<file path="config.mk">
export PLATFORM = sky130hd
export DESIGN_NAME = mem_channel_arbiter
export DESIGN_NICKNAME = d
export VERILOG_FILES = /design/src/rtl/mem_pkg.sv /design/src/rtl/mem_channel_fsm.sv /design/src/rtl/mem_channel_arbiter.sv
export SDC_FILE = /design/constraint.sdc
export NUM_CORES = 2
export LEC_CHECK = 0
export CORE_ASPECT_RATIO = 1.75
export CORE_MARGIN = 1.5
export CORE_UTILIZATION = 49
export CTS_BUF_LIST = sky130_fd_sc_hd__clkbuf_8
export CTS_CLUSTER_DIAMETER = 30
export DETAILED_ROUTE_END_ITERATION = 12
export PLACE_DENSITY_LB_ADDON = 0.12
export SETUP_SLACK_MARGIN = 0.15
export SYNTH_ARGS = -nofsm -noshare
export SYNTH_HDL_FRONTEND = slang
export SYNTH_SLANG_ARGS = --single-unit
</file>
<file path="constraint.sdc">
create_clock -name clk -period 10.5 [get_ports clk]
set_input_delay 2.1 -clock clk [delete_from_list [all_inputs] [get_ports clk]]
set_output_delay 2.1 -clock clk [all_outputs]
set_load 0.02 [all_outputs]
</file>
<file path="src/rtl/mem_pkg.sv">
// mem_pkg: shared channel state type, default parameters and id-width helper for the memory channel arbiter
package mem_pkg;
  localparam int DEF_ADDR_BITS = 8;
  localparam int DEF_DATA_BITS = 8;
  localparam int DEF_NUM_CONSUMERS = 8;
  localparam int DEF_NUM_CHANNELS = 2;
  typedef enum logic [1:0] {IDLE, READ_WAITING, WRITE_WAITING, RELAYING} chan_state_t;
  function automatic int id_bits(input int n);
    return (n > 1) ? $clog2(n) : 1;
  endfunction
endpackage

</file>
<file path="src/rtl/mem_channel_fsm.sv">
// mem_channel_fsm: one memory channel; accepts a grant, runs the memory handshake and relays completion to its owner
module mem_channel_fsm
  import mem_pkg::*;
#(
  parameter int ADDR_BITS = DEF_ADDR_BITS,
  parameter int DATA_BITS = DEF_DATA_BITS,
  parameter int NUM_CONSUMERS = DEF_NUM_CONSUMERS,
  parameter int IW = id_bits(NUM_CONSUMERS)
) (
  input  logic                 clk,
  input  logic                 reset,
  input  logic                 grant,
  input  logic                 grant_write,
  input  logic [IW-1:0]        grant_id,
  input  logic [ADDR_BITS-1:0] grant_addr,
  input  logic [DATA_BITS-1:0] grant_data,
  input  logic                 owner_valid,
  input  logic                 mem_read_ready,
  input  logic [DATA_BITS-1:0] mem_read_data,
  input  logic                 mem_write_ready,
  output chan_state_t          state,
  output logic [IW-1:0]        owner,
  output logic [IW-1:0]        ptr,
  output logic                 op_write,
  output logic                 mem_read_valid,
  output logic [ADDR_BITS-1:0] mem_read_address,
  output logic                 mem_write_valid,
  output logic [ADDR_BITS-1:0] mem_write_address,
  output logic [DATA_BITS-1:0] mem_write_data,
  output logic                 relay_read,
  output logic                 relay_write,
  output logic [DATA_BITS-1:0] relay_data
);
  // channel state machine with all outputs registered so nothing combinational reaches the memory or consumers
  always_ff @(posedge clk or negedge reset) begin
    if (!reset) begin
      state <= IDLE;
      owner <= '0;
      ptr <= '0;
      op_write <= 1'b0;
      mem_read_valid <= 1'b0;
      mem_read_address <= '0;
      mem_write_valid <= 1'b0;
      mem_write_address <= '0;
      mem_write_data <= '0;
      relay_read <= 1'b0;
      relay_write <= 1'b0;
      relay_data <= '0;
    end else begin
      case (state)
        IDLE: if (grant) begin
          owner <= grant_id;
          ptr <= (grant_id == IW'(NUM_CONSUMERS - 1)) ? '0 : grant_id + 1'b1;
          op_write <= grant_write;
          if (grant_write) begin
            mem_write_valid <= 1'b1;
            mem_write_address <= grant_addr;
            mem_write_data <= grant_data;
            state <= WRITE_WAITING;
          end else begin
            mem_read_valid <= 1'b1;
            mem_read_address <= grant_addr;
            state <= READ_WAITING;
          end
        end
        READ_WAITING: if (mem_read_ready) begin
          mem_read_valid <= 1'b0;
          relay_data <= mem_read_data;
          relay_read <= 1'b1;
          state <= RELAYING;
        end
        WRITE_WAITING: if (mem_write_ready) begin
          mem_write_valid <= 1'b0;
          relay_write <= 1'b1;
          state <= RELAYING;
        end
        RELAYING: if (!owner_valid) begin
          relay_read <= 1'b0;
          relay_write <= 1'b0;
          relay_data <= '0;
          state <= IDLE;
        end
        default: state <= IDLE;
      endcase
    end
  end
endmodule

</file>
<file path="src/rtl/mem_channel_arbiter.sv">
// mem_channel_arbiter: round-robin mapping of consumer read/write requests onto memory channels; MEM_ARB_STALL_CNT_EN adds stall_count
module mem_channel_arbiter
  import mem_pkg::*;
#(
  parameter int ADDR_BITS = DEF_ADDR_BITS,
  parameter int DATA_BITS = DEF_DATA_BITS,
  parameter int NUM_CONSUMERS = DEF_NUM_CONSUMERS,
  parameter int NUM_CHANNELS = DEF_NUM_CHANNELS
) (
  input  logic                                     clk,
  input  logic                                     reset,
  input  logic [NUM_CONSUMERS-1:0]                 consumer_read_valid,
  input  logic [NUM_CONSUMERS-1:0][ADDR_BITS-1:0]  consumer_read_address,
  output logic [NUM_CONSUMERS-1:0]                 consumer_read_ready,
  output logic [NUM_CONSUMERS-1:0][DATA_BITS-1:0]  consumer_read_data,
  input  logic [NUM_CONSUMERS-1:0]                 consumer_write_valid,
  input  logic [NUM_CONSUMERS-1:0][ADDR_BITS-1:0]  consumer_write_address,
  input  logic [NUM_CONSUMERS-1:0][DATA_BITS-1:0]  consumer_write_data,
  output logic [NUM_CONSUMERS-1:0]                 consumer_write_ready,
  output logic [NUM_CHANNELS-1:0]                  mem_read_valid,
  output logic [NUM_CHANNELS-1:0][ADDR_BITS-1:0]   mem_read_address,
  input  logic [NUM_CHANNELS-1:0]                  mem_read_ready,
  input  logic [NUM_CHANNELS-1:0][DATA_BITS-1:0]   mem_read_data,
  output logic [NUM_CHANNELS-1:0]                  mem_write_valid,
  output logic [NUM_CHANNELS-1:0][ADDR_BITS-1:0]   mem_write_address,
  output logic [NUM_CHANNELS-1:0][DATA_BITS-1:0]   mem_write_data,
  input  logic [NUM_CHANNELS-1:0]                  mem_write_ready
`ifdef MEM_ARB_STALL_CNT_EN
  ,
  output logic [15:0]                              stall_count
`endif
);
  localparam int IW = id_bits(NUM_CONSUMERS);
  chan_state_t                             state [NUM_CHANNELS];
  logic [NUM_CHANNELS-1:0][IW-1:0]         owner, ptr, grant_id;
  logic [NUM_CHANNELS-1:0]                 op_write, owner_valid, grant, grant_write;
  logic [NUM_CHANNELS-1:0]                 relay_read, relay_write;
  logic [NUM_CHANNELS-1:0][DATA_BITS-1:0]  relay_data, grant_data;
  logic [NUM_CHANNELS-1:0][ADDR_BITS-1:0]  grant_addr;
  logic [NUM_CONSUMERS-1:0]                held, taken;
  // consumers owned by a busy channel, and each channel's view of its owner's request line
  always_comb begin
    held = '0;
    owner_valid = '0;
    for (int c = 0; c < NUM_CHANNELS; c++) begin
      if (state[c] != IDLE) held[owner[c]] = 1'b1;
      owner_valid[c] = op_write[c] ? consumer_write_valid[owner[c]] : consumer_read_valid[owner[c]];
    end
  end
  // idle channels pick in channel order, each scanning round-robin from its own pointer; reads win over writes
  always_comb begin
    logic found;
    logic [IW-1:0] id;
    found = 1'b0;
    id = '0;
    taken = held;
    grant = '0;
    grant_write = '0;
    grant_id = '0;
    grant_addr = '0;
    grant_data = '0;
    for (int c = 0; c < NUM_CHANNELS; c++) begin
      found = 1'b0;
      if (state[c] == IDLE) begin
        for (int k = 0; k < NUM_CONSUMERS; k++) begin
          id = IW'((int'(ptr[c]) + k) % NUM_CONSUMERS);
          if (!found && !taken[id] && (consumer_read_valid[id] || consumer_write_valid[id])) begin
            found = 1'b1;
            taken[id] = 1'b1;
            grant[c] = 1'b1;
            grant_id[c] = id;
            grant_write[c] = !consumer_read_valid[id];
            grant_addr[c] = consumer_read_valid[id] ? consumer_read_address[id] : consumer_write_address[id];
            grant_data[c] = consumer_write_data[id];
          end
        end
      end
    end
  end
  genvar g;
  generate
    for (g = 0; g < NUM_CHANNELS; g++) begin : g_chan
      mem_channel_fsm #(
        .ADDR_BITS(ADDR_BITS),
        .DATA_BITS(DATA_BITS),
        .NUM_CONSUMERS(NUM_CONSUMERS),
        .IW(IW)
      ) u_fsm (
        .clk(clk),
        .reset(reset),
        .grant(grant[g]),
        .grant_write(grant_write[g]),
        .grant_id(grant_id[g]),
        .grant_addr(grant_addr[g]),
        .grant_data(grant_data[g]),
        .owner_valid(owner_valid[g]),
        .mem_read_ready(mem_read_ready[g]),
        .mem_read_data(mem_read_data[g]),
        .mem_write_ready(mem_write_ready[g]),
        .state(state[g]),
        .owner(owner[g]),
        .ptr(ptr[g]),
        .op_write(op_write[g]),
        .mem_read_valid(mem_read_valid[g]),
        .mem_read_address(mem_read_address[g]),
        .mem_write_valid(mem_write_valid[g]),
        .mem_write_address(mem_write_address[g]),
        .mem_write_data(mem_write_data[g]),
        .relay_read(relay_read[g]),
        .relay_write(relay_write[g]),
        .relay_data(relay_data[g])
      );
    end
  endgenerate
  // route relaying channels back to their owners; everything else reads as zero
  always_comb begin
    consumer_read_ready = '0;
    consumer_read_data = '0;
    consumer_write_ready = '0;
    for (int c = 0; c < NUM_CHANNELS; c++) begin
      if (relay_read[c]) begin
        consumer_read_ready[owner[c]] = 1'b1;
        consumer_read_data[owner[c]] = relay_data[c];
      end
      if (relay_write[c]) consumer_write_ready[owner[c]] = 1'b1;
    end
  end
`ifdef MEM_ARB_STALL_CNT_EN
  // saturating count of cycles in which some request has no channel owning or granting it
  always_ff @(posedge clk or negedge reset) begin
    if (!reset) stall_count <= '0;
    else if ((|((consumer_read_valid | consumer_write_valid) & ~taken)) && stall_count != 16'hFFFF) stall_count <= stall_count + 16'd1;
  end
`endif
endmodule

</file>
# After elaboration in Yosys (flattened, before gate mapping)
# Cells that the tools add are included.
# totals
romBits	0
latch_bits	0
input_bits	230
ramBits	0
wordCells	706
regBits	90
memories	0
# op_classes
n_reduce_logical	137
add_sub_neg	16
mul	0
muxes	453
n_shift	0
div_mod_pow	0
n_eq_ne	20
n_bitwise	21
n_lt_le_gt_ge	35
# op_table
cell	n
binary-select mux 8 bit (select 3 bit)	48
2-to-1 mux 8 bit	138
binary-select mux 1 bit (select 3 bit)	52
2-to-1 mux 1 bit	151
OR 8 bit	18
2-to-1 mux 64 bit	2
less-than comparator 3 x 4 -> 1 bit, second input constant	18
bitwise AND 64 bit	1
bitwise mux 64 bit	1
2-to-1 mux 3 bit	20
demux 1 bit (select 3 bit)	17
greater-or-equal comparator 3 x 1 -> 1 bit, second input constant	17
demux 8 bit (select 3 bit)	2
logical AND 1 bit	47
zero test 1 bit	46
one-hot mux 8 bit (2 select lines)	2
adder 3 bit, second input constant	8
AND reduction 3 bit	8
AND reduction 4 bit	6
2-to-1 mux 2 bit	10
nonzero test 2 bit	10
logical OR 1 bit	16
inequality test 2 bit, second input constant	8
one-hot mux 1 bit (2 select lines)	8
other kinds (10)	28

# Depth between registers and ports, before layout
# logic_depth
word_depth	120
depth_mapped	36
mapped_depth_nobuf	26

# Hierarchy
# From an unflattened synthesis, not the netlist that was laid out.
# unflattened
cells_unflattened	2440
area_unflattened_um2	25461.9
# modules_own_cells
mod	area_each_um2	seq_area_each_um2	n_inst	cells_per_inst
mem_channel_arbiter	21455.6	0.0	1	2138
mem_channel_fsm	2003.2	1126.1	2	151

# Worst setup path before layout
# OpenSTA, ideal clock, no wires.
# synth_path
path_type	in2reg
startpoint	in consumer_read_valid[3]
endpoint	reg g_chan[1].u_fsm.ptr[2]
path_stages	28
arrival_time_ns	8.152
setup_ns	0.125
required_time_ns	10.375
path_buffers	5
setup_slack_ns	2.223
path_cell_list	buf_2 > nor2_1 > a2111oi_0 > nor4_1 > or4_1 > buf_2 > nor3_1 > o21ai_0 > a211o_4 > and3_4 > or3_4 > o32ai_4 > nand2_2 > mux4_2 > o32a_1 > buf_2 > or3_4 > buf_6 > o21ai_4 > o211ai_4 > buf_6 > nand2_4 > nand3b_1 > a21o_1 > o21a_1 > ha_1 > ha_1 > mux2_2
# synth_via
elab_chain_len	112
word_cells_on_any_way	230
cone_classes	add/sub: 1; eq/ne: 1; mux: 138; bitwise: 14; reduce/logical: 76
# synth_lines
item	line_no	rtl
start: declaration	mem_channel_arbiter.sv:12	input logic [NUM_CONSUMERS-1:0] consumer_read_valid,
binary-select mux 1 bit (select 3 bit)	mem_channel_arbiter.sv:67	if (!found && !taken[id] && (consumer_read_valid[id] || consumer_write_valid[id])) begin
2-to-1 mux 1 bit (not written as such)	mem_channel_arbiter.sv:67	
logical OR 1 bit	mem_channel_arbiter.sv:67	
logical AND 1 bit	mem_channel_arbiter.sv:67	
2-to-1 mux 8 bit	mem_channel_arbiter.sv:67	
2-to-1 mux 8 bit	mem_channel_arbiter.sv:64	if (state[c] == IDLE) begin
binary-select mux 1 bit (select 3 bit)	mem_channel_arbiter.sv:67	
2-to-1 mux 1 bit (not written as such)	mem_channel_arbiter.sv:67	
[... 96 more ...]	n/a	
2-to-1 mux 1 bit (not written as such)	mem_channel_arbiter.sv:67	
zero test 1 bit	mem_channel_arbiter.sv:67	
logical AND 1 bit (2 in series)	mem_channel_arbiter.sv:67	
2-to-1 mux 3 bit (*)	mem_channel_arbiter.sv:67	
2-to-1 mux 3 bit (*)	mem_channel_arbiter.sv:64	
via g_chan[1].u_fsm.grant_id[1]	mem_channel_fsm.sv:14	input logic [IW-1:0] grant_id,
adder 3 x 1 -> 3 bit or == test 3 bit (tied branches)	mem_channel_fsm.sv:53	ptr <= (grant_id == IW'(NUM_CONSUMERS - 1)) ? '0 : grant_id + 1'b1;
2-to-1 mux 3 bit (*)	mem_channel_fsm.sv:53	
end signal: assignment	mem_channel_fsm.sv:53	
end: declaration	mem_channel_fsm.sv:23	output logic [IW-1:0] ptr,
# Mark *: on every way through the listed nets, which the timed path passes. The rest lies on a longest branch. The select of a mux whose other input is x is not followed.
# A chain may end at the register's enable or synchronous reset.

# Worst setup path in the final report
# layout_path
startpoint	in consumer_read_valid[2]
endpoint	reg g_chan[1].u_fsm.mem_read_address[0]
# layout_via
elab_chain_len	112
word_cells_on_any_way	252
cone_classes	mux: 153; bitwise: 15; reduce/logical: 84
# layout_lines
item	line_no	rtl
binary-select mux 1 bit (select 3 bit)	mem_channel_arbiter.sv:67	
2-to-1 mux 1 bit (not written as such)	mem_channel_arbiter.sv:67	
logical OR 1 bit	mem_channel_arbiter.sv:67	
logical AND 1 bit	mem_channel_arbiter.sv:67	
2-to-1 mux 8 bit	mem_channel_arbiter.sv:67	
2-to-1 mux 8 bit	mem_channel_arbiter.sv:64	
binary-select mux 1 bit (select 3 bit)	mem_channel_arbiter.sv:67	
2-to-1 mux 1 bit (not written as such)	mem_channel_arbiter.sv:67	
[... 95 more ...]	n/a	
binary-select mux 1 bit (select 3 bit)	mem_channel_arbiter.sv:67	
2-to-1 mux 1 bit (not written as such)	mem_channel_arbiter.sv:67	
zero test 1 bit	mem_channel_arbiter.sv:67	
logical AND 1 bit (2 in series)	mem_channel_arbiter.sv:67	
2-to-1 mux 1 bit	mem_channel_arbiter.sv:67	
2-to-1 mux 1 bit	mem_channel_arbiter.sv:64	
NOT 1 bit (no line)	n/a	
AND reduction 3 bit (no line)	n/a	
end signal: assignment	mem_channel_fsm.sv:62	mem_read_address <= grant_addr;
end: declaration	mem_channel_fsm.sv:26	output logic [ADDR_BITS-1:0] mem_read_address,
# Several ways; a longest one is shown, not always the timed one. The select of a mux whose other input is x is not followed.

==> results.yml <==
yosys:
  yosysTopAreaCellShare: 0.496
  synthesis.nets: 2631
  synth_area_leaders: "mux4_2, dfrtp_1, mux2i_1"
  yosys_warnings: 0
  yosysUniqueCellTypes: 104
  synthArstFlopShare: 1.00
  ys.flop_type: "dfrtp_1"
  ys_seq_area_frac: 0.0893
  synth-edff-count: 0
  postSynthCellCount: 2376
  yosys.area.top_type: "mux4_2"
  synth_seq_cells: 90
  syn_area_um2: 25200
  yosysMostFrequentCell: "mux4_2"
  yosys-top-cells-count: "mux4_2, nand2_1, nor2_1, clkbuf_1, mux2i_1"
  avgSynthCellArea_um2: 10.6
critical_path:
  rr_worst_depth: 24
  worstReg2RegEnd: "g_chan[1].u_fsm.mem_read_address[0]"
  crit_path_start_kind: "primary input"
  cp_data_arrival_time_ns: 10.05
  rrSetupSlack_ns: 1.08
  critPathKind: "primary input to flop"
  cp_slowest_stage_delay_ns: 0.87
  worstSetupEndpointType: "flop"
  cp.required_ns: 10.75
  crit_path_max_fanout: 26
  cp_cell_sequence: "clkdlybuf4s50_1, mux4_2, o21ai_1, o2bb2ai_4, mux2_4, a21oi_1, o21bai_1, nor3_1, mux2_2, o21ai_0, a2111oi_0, nor4_1, and2_1, buf_12, and4bb_2, o211ai_1, nor2_2, a221oi_1, a32oi_2, buf_4, or2_1, o2bb2ai_1"
  regToRegStartpoint: "g_chan[0].u_fsm.ptr[1]"
  slowest_stage: "o21bai_1"
clocking:
  post-cts-setup-buffer-count: 0
  htreeDepth: 3
  clock_path_buffers: 2
  clock-sinks: 90
  insertion_delay_ns: 0.39
  cts_buffers: 9
  cts_tree: "built"
  cts_root_buf: "clkbuf_8"
  clk_pin_slew_worst_paths_ns: 0.10
  postCtsResizedCells: 0
  hold_buffers: 0
global_route:
  grt_max_degree: 98
  gr-usage-all-layers: 0.473
  grt_first_pass_wirelength_um: 181000
  grt_pass1_vias: 26600
  grt_antenna_before_repair: 13
  globalRouteOverflowTotal: 0
timing:
  drv_slew: 0
  period_minus_slack_ns: 9.80
  worst_pin_slew_ns: 1.34
  slew_headroom: 0.0867
  finalCritPeriodShare: 0.933
  setup_tns_ns: 0
  grt_setup_unrepaired: "false"
  setup_viol_count_final: 0
  finalHoldViolCount: 0
  fin_skew_ns: 0.0191
  max_freq_ghz: 0.102
floorplanning:
  die-area_um2: 52900
  rows: 109
  io_pins: 362
  core_um2: 50700
  die_h_um: 303
  die_w_um: 174
  initial_core_util: 0.497
hold_path:
  worst_hold_path_type: "flop to flop"
  hold_path_end: "g_chan[0].u_fsm.owner[2]"
  min_from: "g_chan[0].u_fsm.owner[2]"
  min_path_cells: 1
route:
  wl_um: 124000
  via_per_inst: 8.19
  drt_pass1_iterations: 8
  ant_nets: 0
  drc: 0
  vias: 26700
  drt_iter0_markers: 3586
  wl_per_cell_um: 38.0
job:
  drv_cap: 0
final_layout:
  drive_gt1_frac: 0.301
  syn2layout_area_growth_pct: 18.5
  n_fill_cell: 4317
  nets: 2842
  design_area_um2: 29900
place:
  place_congestion: 1.10
  hpwlAfterDp_um: 90800
  io_buffers: 361
  place_area_um2: 29600
status:
  status: "finished clean"
## worst max path at each step
stage / from / end / slack (ns) / cells past startpoint
after floorplan: consumer_read_valid[3] / g_chan[1].u_fsm.ptr[2] / 2.22 / 28
after global placement: consumer_read_valid[7] / g_chan[1].u_fsm.mem_write_address[3] / 0.86 / 24
after detailed placement: consumer_read_valid[7] / g_chan[1].u_fsm.mem_read_address[0] / 0.69 / 22
after CTS: consumer_read_valid[7] / g_chan[1].u_fsm.mem_read_address[5] / 1.10 / 22
after global routing: consumer_read_valid[3] / g_chan[1].u_fsm.mem_read_address[4] / 0.51 / 22
final: consumer_read_valid[2] / g_chan[1].u_fsm.mem_read_address[0] / 0.70 / 22
## registers in the layout (all words and copies together), names as in the netlist
name                            cells
g_chan.u_fsm.mem_write_address     16
g_chan.u_fsm.relay_read             2
g_chan.u_fsm.relay_write            2
g_chan.u_fsm.mem_read_address      16
g_chan.u_fsm.mem_write_valid        2
g_chan.u_fsm.mem_read_valid         2
g_chan.u_fsm.state                  4
g_chan.u_fsm.owner                  6
g_chan.u_fsm.relay_data            16
g_chan.u_fsm.mem_write_data        16
g_chan.u_fsm.op_write               2
g_chan.u_fsm.ptr                    6
## area by class of cell
class	instances	area (um^2)	share of cell area
diodes	6	15.0	0.000502
clock buffers	9	124	0.00414
clock inverters	7	77.6	0.00260
inverters	41	154	0.00515
multi-input cells	1964	21800	0.731
flip-flops and latches	90	2270	0.0759
well taps	666	833	0.0279
repair buffers	481	4570	0.153
## worst max-delay path, delay by kind of cell
family	cells	cell delay (ns)
compound gates	10	3.66
simple gates	6	1.91
buf+inv	3	1.23
mux	3	1.10
## placed cells by master (no fill, tap or decap), drive strengths merged, types with 26 or more instances in the layout
master,count
mux2i,113
a22o,68
buf,121
o21ai,86
nor2,164
a21oi,103
mux4,555
clkdlybuf4s50,360
nand3,40
nor3,45
a31oi,26
nand2,276
inv,41
o22ai,33
dfrtp,90
## cells by family (layout without fill, tap and decap cells)
| logic type | count (synthesis) | in the layout | share of synthesized area |
|---|---|---|---|
| flops | 90 | 90 | 0.0893 |
| xor+xnor | 8 | 8 | 0.00278 |
| simple gates | 684 | 684 | 0.131 |
| compound gates | 564 | 564 | 0.163 |
| buf+inv | 322 | 538 | 0.0533 |
| mux | 683 | 683 | 0.548 |
| other cells | 0 | 6 | 0 |
| fa+ha+maj | 25 | 25 | 0.0124 |
## metrics by stage
| stage | hold WS, ns | util | setup slack [ns] | cells |
|---|---|---|---|---|
| 2_1_floorplan | 0.466 | - | 2.22 | 2376 |
| 3_3_place_gp | 0.465 | 0.584 | 0.855 | 3240 |
| 3_5_place_dp | 0.472 | 0.584 | 0.695 | 3240 |
| 4_1_cts | 0.495 | 0.588 | 1.10 | 3256 |
| 5_1_grt | 0.524 | 0.589 | 0.509 | 3260 |
| 6_report | 0.488 | 0.589 | 0.699 | 3264 |
## routing by layer
layer,vias up,GRT usage,share of wire
li1,10400,-,-
met3,882,0.159,0.12
met1,13100,0.463,0.28
met4,16,0.447,0.12
met5,-,0.000906,0.00080
met2,2339,0.784,0.48
Power is left out: the tool's default activity adds up to more than one toggle a clock period on the data nets, which glitch-free logic cannot reach.
